`src/rtl/pin_int_ctrl_pkg.sv`:
```
// rtl/pin_int_ctrl_pkg.sv - shared types and constants for the pin interrupt controller
`timescale 1ns/1ps
package pin_int_ctrl_pkg;

  typedef enum logic [1:0] {
    IDLE   = 2'd0,
    REQ    = 2'd1,
    INSERV = 2'd2
  } state_t;

  localparam int SRC_A   = 0;
  localparam int SRC_B   = 1;
  localparam int NUM_SRC = 2;

  localparam logic [7:0] VEC_DEFAULT = 8'h00;

endpackage

```
`src/rtl/pin_int_sync.sv`:
```
// rtl/pin_int_sync.sv - pin synchroniser with single-cycle rising-edge pulse
`timescale 1ns/1ps
module pin_int_sync #(
  parameter int SYNC_STAGES = 2
) (
  input  logic sys_clk,
  input  logic sys_n_rst,
  input  logic pin,
  output logic rise
);

  logic [SYNC_STAGES-1:0] sync_q;
  logic                   dly_q;

  always_ff @(posedge sys_clk or negedge sys_n_rst) begin
    if (!sys_n_rst) begin
      sync_q <= '0;
      dly_q  <= 1'b0;
    end else begin
      sync_q <= {sync_q[SYNC_STAGES-2:0], pin};
      dly_q  <= sync_q[SYNC_STAGES-1];
    end
  end

  // A held level yields exactly one pulse because dly_q catches up one cycle later.
  assign rise = sync_q[SYNC_STAGES-1] & ~dly_q;

endmodule

```
`src/rtl/pin_int_ctrl.sv`:
```
// rtl/pin_int_ctrl.sv - two-pin interrupt controller with mask, fixed priority and ack/eoi handshake
`timescale 1ns/1ps
module pin_int_ctrl
  import pin_int_ctrl_pkg::*;
#(
  parameter logic [7:0] VEC_A       = 8'h10,
  parameter logic [7:0] VEC_B       = 8'h14,
  parameter logic [1:0] MASK_RST    = 2'b00,
  parameter int         SYNC_STAGES = 2
) (
  input  logic       sys_clk,
  input  logic       sys_n_rst,
  input  logic       i_pin_inta,
  input  logic       i_pin_intb,
  input  logic       i_mask_we,
  input  logic [1:0] i_mask_wdata,
  input  logic       i_int_ack,
  input  logic       i_int_eoi,
  output logic       o_int_req,
  output logic [7:0] o_int_vec,
  output logic       o_in_service,
  output logic [1:0] o_mask,
  output logic [1:0] o_pending
);

  logic [NUM_SRC-1:0] rise;
  logic [NUM_SRC-1:0] pending_q;
  logic [NUM_SRC-1:0] mask_q;
  logic [NUM_SRC-1:0] eligible;
  logic [NUM_SRC-1:0] clr;
  state_t             state_q, state_d;
  logic               grant_q, grant_d;
  logic [7:0]         vec_q, vec_d;

  pin_int_sync #(.SYNC_STAGES(SYNC_STAGES)) u_sync_a (
    .sys_clk   (sys_clk),
    .sys_n_rst (sys_n_rst),
    .pin       (i_pin_inta),
    .rise      (rise[SRC_A])
  );

  pin_int_sync #(.SYNC_STAGES(SYNC_STAGES)) u_sync_b (
    .sys_clk   (sys_clk),
    .sys_n_rst (sys_n_rst),
    .pin       (i_pin_intb),
    .rise      (rise[SRC_B])
  );

  assign eligible = pending_q & ~mask_q;

  always_comb begin
    state_d = state_q;
    grant_d = grant_q;
    vec_d   = vec_q;
    clr     = '0;
    unique case (state_q)
      IDLE: begin
        if (|eligible) begin
          state_d = REQ;
          if (eligible[SRC_A]) begin
            grant_d = 1'(SRC_A);
            vec_d   = VEC_A;
          end else begin
            grant_d = 1'(SRC_B);
            vec_d   = VEC_B;
          end
        end
      end
      // Grant is frozen here: a late higher-priority edge waits for the next IDLE.
      REQ: begin
        if (i_int_ack) begin
          clr[grant_q] = 1'b1;
          state_d      = INSERV;
        end
      end
      INSERV: begin
        if (i_int_eoi) state_d = IDLE;
      end
      default: state_d = IDLE;
    endcase
  end

  always_ff @(posedge sys_clk or negedge sys_n_rst) begin
    if (!sys_n_rst) begin
      state_q   <= IDLE;
      grant_q   <= 1'b0;
      vec_q     <= VEC_DEFAULT;
      pending_q <= '0;
      mask_q    <= MASK_RST;
    end else begin
      state_q   <= state_d;
      grant_q   <= grant_d;
      vec_q     <= vec_d;
      // A new edge landing on the acknowledge cycle survives the clear.
      pending_q <= (pending_q & ~clr) | rise;
      if (i_mask_we) mask_q <= i_mask_wdata;
    end
  end

  assign o_int_req    = (state_q == REQ);
  assign o_in_service = (state_q == INSERV);
  assign o_int_vec    = vec_q;
  assign o_mask       = mask_q;
  assign o_pending    = pending_q;

endmodule

```
`config.mk`:
```
export PLATFORM = sky130hd
export DESIGN_NAME = pin_int_ctrl
export DESIGN_NICKNAME = d
export VERILOG_FILES = /design/src/rtl/pin_int_ctrl_pkg.sv /design/src/rtl/pin_int_sync.sv /design/src/rtl/pin_int_ctrl.sv
export SDC_FILE = /design/constraint.sdc
export NUM_CORES = 1
export LEC_CHECK = 0
export CAP_MARGIN = 20
export CORE_AREA = 2 2 39 41
export CTS_CLUSTER_SIZE = 30
export DETAILED_ROUTE_END_ITERATION = 7
export DIE_AREA = 0 0 41 43
export PLACE_DENSITY = 0.78
export SYNTH_ARGS = -nofsm -noshare
export SYNTH_HDL_FRONTEND = slang
export SYNTH_SLANG_ARGS = --single-unit
```
`constraint.sdc`:
```
create_clock -name sys_clk -period 1.3 [get_ports sys_clk]
set_input_delay 0.195 -clock sys_clk [delete_from_list [all_inputs] [get_ports sys_clk]]
set_output_delay 0.195 -clock sys_clk [all_outputs]
set_load 0.01 [all_outputs]
```
Word-level counts from Yosys, hierarchy flattened
Index checks and enable logic that the tools add are counted.

word-level totals
  register bits after elaboration = 21
  word-level logic and storage cells = 40
  bits of input ports = 9
  output and inout bits = 14

operators by class
  magnitude comparators = 2
  reduce and logical (&&, ||, !) cells = 5
  multiplexer cells = 10
  bitwise logic cells = 9
  equal/unequal tests = 5

operators by type and width
  kind                                                count
  2-to-1 mux 2 bit                                    5
  inequality test 2 bit, second input constant        3
  case mux 2 bit (3 select lines)                     1
  bitwise AND 2 bit                                   2
  inverter 2 bit                                      2
  2-to-1 mux 3 bit                                    1
  AND reduction 3 bit                                 1
  bitwise AND 1 bit                                   2
  == test 2 x 1 -> 1 bit, second input constant       1
  == test 2 bit, second input constant                1
  zero test 2 bit                                     1
  < comparator 1 x 2 -> 1 bit, second input constant  1
  2-to-1 mux 1 bit                                    2
  inverter 1 bit                                      2
  bitwise OR 2 bit                                    1
  AND reduction 2 bit                                 1
  OR reduction 2 bit                                  1
  demux 1 bit (select 1 bit)                          1
  >= comparator 1 bit, second input constant          1
  logical AND 1 bit                                   1

Logic depth before layout (Yosys ltp)
  word-level depth = 9
  depth in mapped cells = 3
  mapped depth without buffers = 3

By module
A second synthesis with hierarchy kept.

unflattened totals
  cell total of the unflattened synthesis = 43
  area, all modules = 568.0 um^2

modules (own cells, without submodules)
  module        area each (um^2)  times used  cells an instance
  pin_int_ctrl  390.4             1           35
  pin_int_sync  88.8              2           4

Least setup slack after synthesis
OpenSTA, ideal clock, no wires.

  path kind = flip-flop to flip-flop
  from = reg pending_q[1] (netlist: o_pending[1])
  to = reg state_q[0]
  required time = 1.173 ns
  setup time = 0.127 ns
  data arrival time = 0.765 ns
  period minus slack after synthesis = 0.891 ns
  setup slack = 0.409 ns
  cell stages (with the launch flop) = 4
  cell sequence = dfrtp_1 nor2b_1 o21ai_1 o21ai_1

between the ends
  longest elaborated chain between the ends = 4

RTL lines
  element                                 RTL line            text
  start: declaration                      pin_int_ctrl.sv:27  logic [NUM_SRC-1:0] pending_q;
  start signal: assignment                pin_int_ctrl.sv:95  pending_q <= (pending_q & ~clr) | rise;
  bitwise AND 2 bit                       pin_int_ctrl.sv:49  assign eligible = pending_q & ~mask_q;
  OR reduction 2 bit                      pin_int_ctrl.sv:58  if (|eligible) begin
  inequality test 2 bit (no source line)  --
  AND reduction 3 bit (no source line)    --
  end signal: assignment                  pin_int_ctrl.sv:91  state_q <= state_d;
  end: declaration                        pin_int_ctrl.sv:31  state_t state_q, state_d;

Every way passes these cells.
A chain may end at the register's enable or synchronous reset.

Final worst setup path
  from = reg state_q[0]
  to = out o_in_service

between the ends
  longest elaborated chain between the ends = 1

RTL lines
  element           RTL line             text
  == test 2 bit     pin_int_ctrl.sv:101  assign o_in_service = (state_q == INSERV);
  end: declaration  pin_int_ctrl.sv:21   output logic o_in_service,

Every way passes these cells.

==> reports/results.md <==
| Stage | Parameter | This run |
|:---|:---|:---|
| layout | Combined flip-flop and latch cell area | 350 µm² |
| placement | Placement Setup Slack | -0.00165 ns |
| cts | H-tree lvl count | 1 |
| layout | Share of layout cells above drive strength 1 | 19.4% |
| routing | DR iter-0 viols | 3 |
| synthesis | Avg Cell Area, Syn | 12.0 µm² |
| die | Initial Utilization | 38.9% |
| synthesis | Portion of netlist area occupied by mux cells | 4.19% |
| die | Area of the core | 0.00138 mm² |
| sta | Setup violations, final | 0 |
| sta | Pins over their slew limit | 0 |
| layout | Area taken by multi-input logic gates | 150 µm² |
| power and ir drop | Standby leakage power | 0.358 nW |
| layout | Most frequent cells in the layout | dfrtp_1, clkdlybuf4s50_1, o21ai_1 |
| critical path | Crit path largest cell delay | 0.43 ns |
| die | Top-level port count | 23 |
| synthesis | Cell count after synthesis | 45 |
| cts | TritonCTS clock tree | done |
| critical path | Crit Reg-Reg Endpoint | o_pending[1]$_DFF_PN0_ |
| layout | Final layout net count | 77 |
| run | Number of violations of the max-capacitance limit | 0 |
| layout | Post-layout util | 54.1% |
| synthesis | Syn Std Cell Area | 538 µm² |
| critical path | Reg2Reg Depth | 4 |
| synthesis | Share of the synthesized area in the top cell type | 65.1% |
| synthesis | Complex-gate fraction of the synthesized area | 8.37% |
| critical path | Highest-delay cell along the critical path | dfrtp_1 |
| synthesis | Synthesis-stage register bit count | 14 |
| critical path | Logic depth of the worst path, buffers included | 3 |
| critical path | CP bufs+invs | 2 |
| critical path | Slack of the worst reg-to-reg path | 0.20 ns |
| critical path | Required arrival time at the worst endpoint | 1.11 ns |
| routing | DRC violations left | 0 |
| placement | Dpl hpwl | 613 µm |
| critical path | Critical-path cell list | nand2b_4 -> inv_1 -> buf_2 |
| synthesis | Most area-hungry cell type in the Yosys netlist | dfrtp_1 |
| grt | Pin count of the biggest net entering global routing | 15 |
| routing | Vias | 366 |
| placement | Port bufs | 16 |
| synthesis | Main combinational cell family by area after synthesis | buffers and inverters |
| critical path | Critical Path Start Type | flip-flop |
| sta | Post-route worst hold slack | 0.203 ns |
| cts | Total clock buffers created by CTS | 3 |
| synthesis | Xor-xnor portion of the synthesized cell area | 0% |
| sta | PnR worst setup slack | 0.0720 ns |
| power and ir drop | Power density of the placed cells | 1880 mW/mm² |
| sta | Clock Skews | 0.000508 ns |
| routing | Detail-routed via count per cell | 4.41 |
| cts | Worst-skew pair later-pin latency | 0.28 ns |
| die | Row count | 14 |
| layout | Most common library cell in the layout ignoring fill and taps | dfrtp_1 |
| layout | Number of inserted filler cells in the final layout | 134 |
| synthesis | Top cells by area, synth | dfrtp_1, buf_4, o21ai_1 |
| sta | Setup repair after global routing missed its margin | no |
| sta | Post-layout minimum cycle time | 1.23 ns |
| cts | CTS Root Buffer Type | clkbuf_4 |
| grt | Number of global-route vias before repair | 327 |
| synthesis | Yosys warning total | 0 |
| grt | GRT Overall Usage | 11.1% |
| grt | Global-route wire length before repair | 1210 µm |
| layout | Layout overhead on the synthesized area | 39.1% |
| grt | GRT overflow | 0 |
| routing | Wire length per cell | 9.82 µm |
| sta | Achievable clock frequency | 0.814 GHz |
| die | Area of the die | 0.00176 mm² |
| synthesis | Synth cell types | 11 |
| cts | Post-CTS Hold Buffers | 0 |
| power and ir drop | Maximum VDD drop | 0.719 mV |
| routing | Detailed Route WL | 815 µm |
| synthesis | Sequential share of the synthesized area | 65.1% |
| outcome | Outcome | finished, final reports clean |
| critical path | Critical Path AT | 1.03 ns |
| hold path | Hold/Removal Path Class | in -> async |
| sta | Final period util | 94.5% |
| critical path | Critical path peak fanout | 3 |
| critical path | R2R Path Start | state_q[1]$_DFFE_PN0P_ |
| layout | # diodes | 0 |
| cts | Maximum clock path buffer count | 2 |
| sta | Final Hold Violating Endpoints | 0 |
| routing | Remaining antenna violation count after routing | 0 |
| die | Die Wd | 41 µm |
| die | Die Ht | 43 µm |
| critical path | Endpoint kind of the worst setup timing path | primary output |
| critical path | Delay-heaviest family, CP | flip-flops |
| synthesis | Adder-cell share of the synthesized area | 0% |
| cts | Clock transition at the register clock pins on the worst setup and hold paths after CTS | 0.08 ns |
| critical path | Class of the most critical setup path | reg -> out |
| grt | Antenna violations before repair | 0 |
| routing | Iteration count of the initial detailed-routing pass | 3 |
| synthesis | Synth Area in Simple Gates | 8.37% |
| sta | Total negative setup slack | 0 ns |
| cts | Total clock sinks | 14 |
| placement | Routability cong. | 0.710 |
worst max path at each step:
stage                     slack [ns]                    from                     end
after floorplan                 0.41  o_pending[1]$_DFF_PN0_  state_q[0]$_DFFE_PN0P_
after global placement        -0.004  state_q[0]$_DFFE_PN0P_            o_in_service
after detailed placement      -0.002  state_q[0]$_DFFE_PN0P_            o_in_service
after CTS                      -0.01  state_q[0]$_DFFE_PN0P_            o_in_service
after global routing            0.04  state_q[0]$_DFFE_PN0P_            o_in_service
final                           0.07  state_q[0]$_DFFE_PN0P_            o_in_service
worst reg2reg max path: stages (launching register included):
cell and delay, ns:
dfrtp_1 0.42, buf_4 0.16, nand3b_1 0.20, o21ai_1 0.14, o21ai_1 0.07
per-layer routing:
metal,global-route usage (%),up-vias,wire (µm)
met2,15.9,13,406
met5,0,-,0
met1,11.3,176,332
met3,4.71,2,51
met4,10.0,0,25
li1,-,175,-
cell families after synthesis:
family                 after synthesis
AND/OR/NAND/NOR                      7
buffers and inverters               12
flip-flops                          14
multiplexers                         2
AO/OA/AOI/OAI                        9
other                                1
metrics by stage:
step                std cells  instance area [µm²]  power (mW)
floorplan                  50                  557       0.854
global placement           78                  707        1.09
detailed placement         78                  707        1.10
CTS                        83                  746        1.39
global route               83                  748        1.49
finish                     83                  748        1.41
where the power goes:
group          internal, mW  total (mW)  switching, mW
registers             0.527       0.596         0.0687
clock network         0.171       0.317          0.146
logic                 0.272       0.496          0.224
sequential cells by signal, summed over array words and instances (netlist names):
register / cells
u_sync_b.dly_q: 1
u_sync_a.sync_q: 2
o_int_vec: 2
u_sync_b.sync_q: 2
o_mask: 2
o_pending: 2
u_sync_a.dly_q: 1
state_q: 2
layout make-up:
| type | instances | area share (%) |
|---|---|---|
| Sequential cell | 14 | 46.8 |
| Tap cell | 16 | 2.68 |
| Inverter | 5 | 2.51 |
| Timing Repair Buffer | 20 | 23.1 |
| Multi-Input combinational cell | 24 | 20.1 |
| Clock buffer | 4 | 4.85 |
cells in the mapped netlist, drive strengths merged:
cell,number
buf,7
nor2b,2
a21oi,2
nand3b,1
dfrtp,14
inv,5
mux2,2
nand2b,3
nor2,1
o21ai,7
conb,1
repair_timing:
action | 4_1_cts | 5_1_grt
buffers inserted | 1 | 0
setup endpoints to repair | 8 | 2
gates resized for setup | 12 | 4
(Power assumes the default switching activity.)
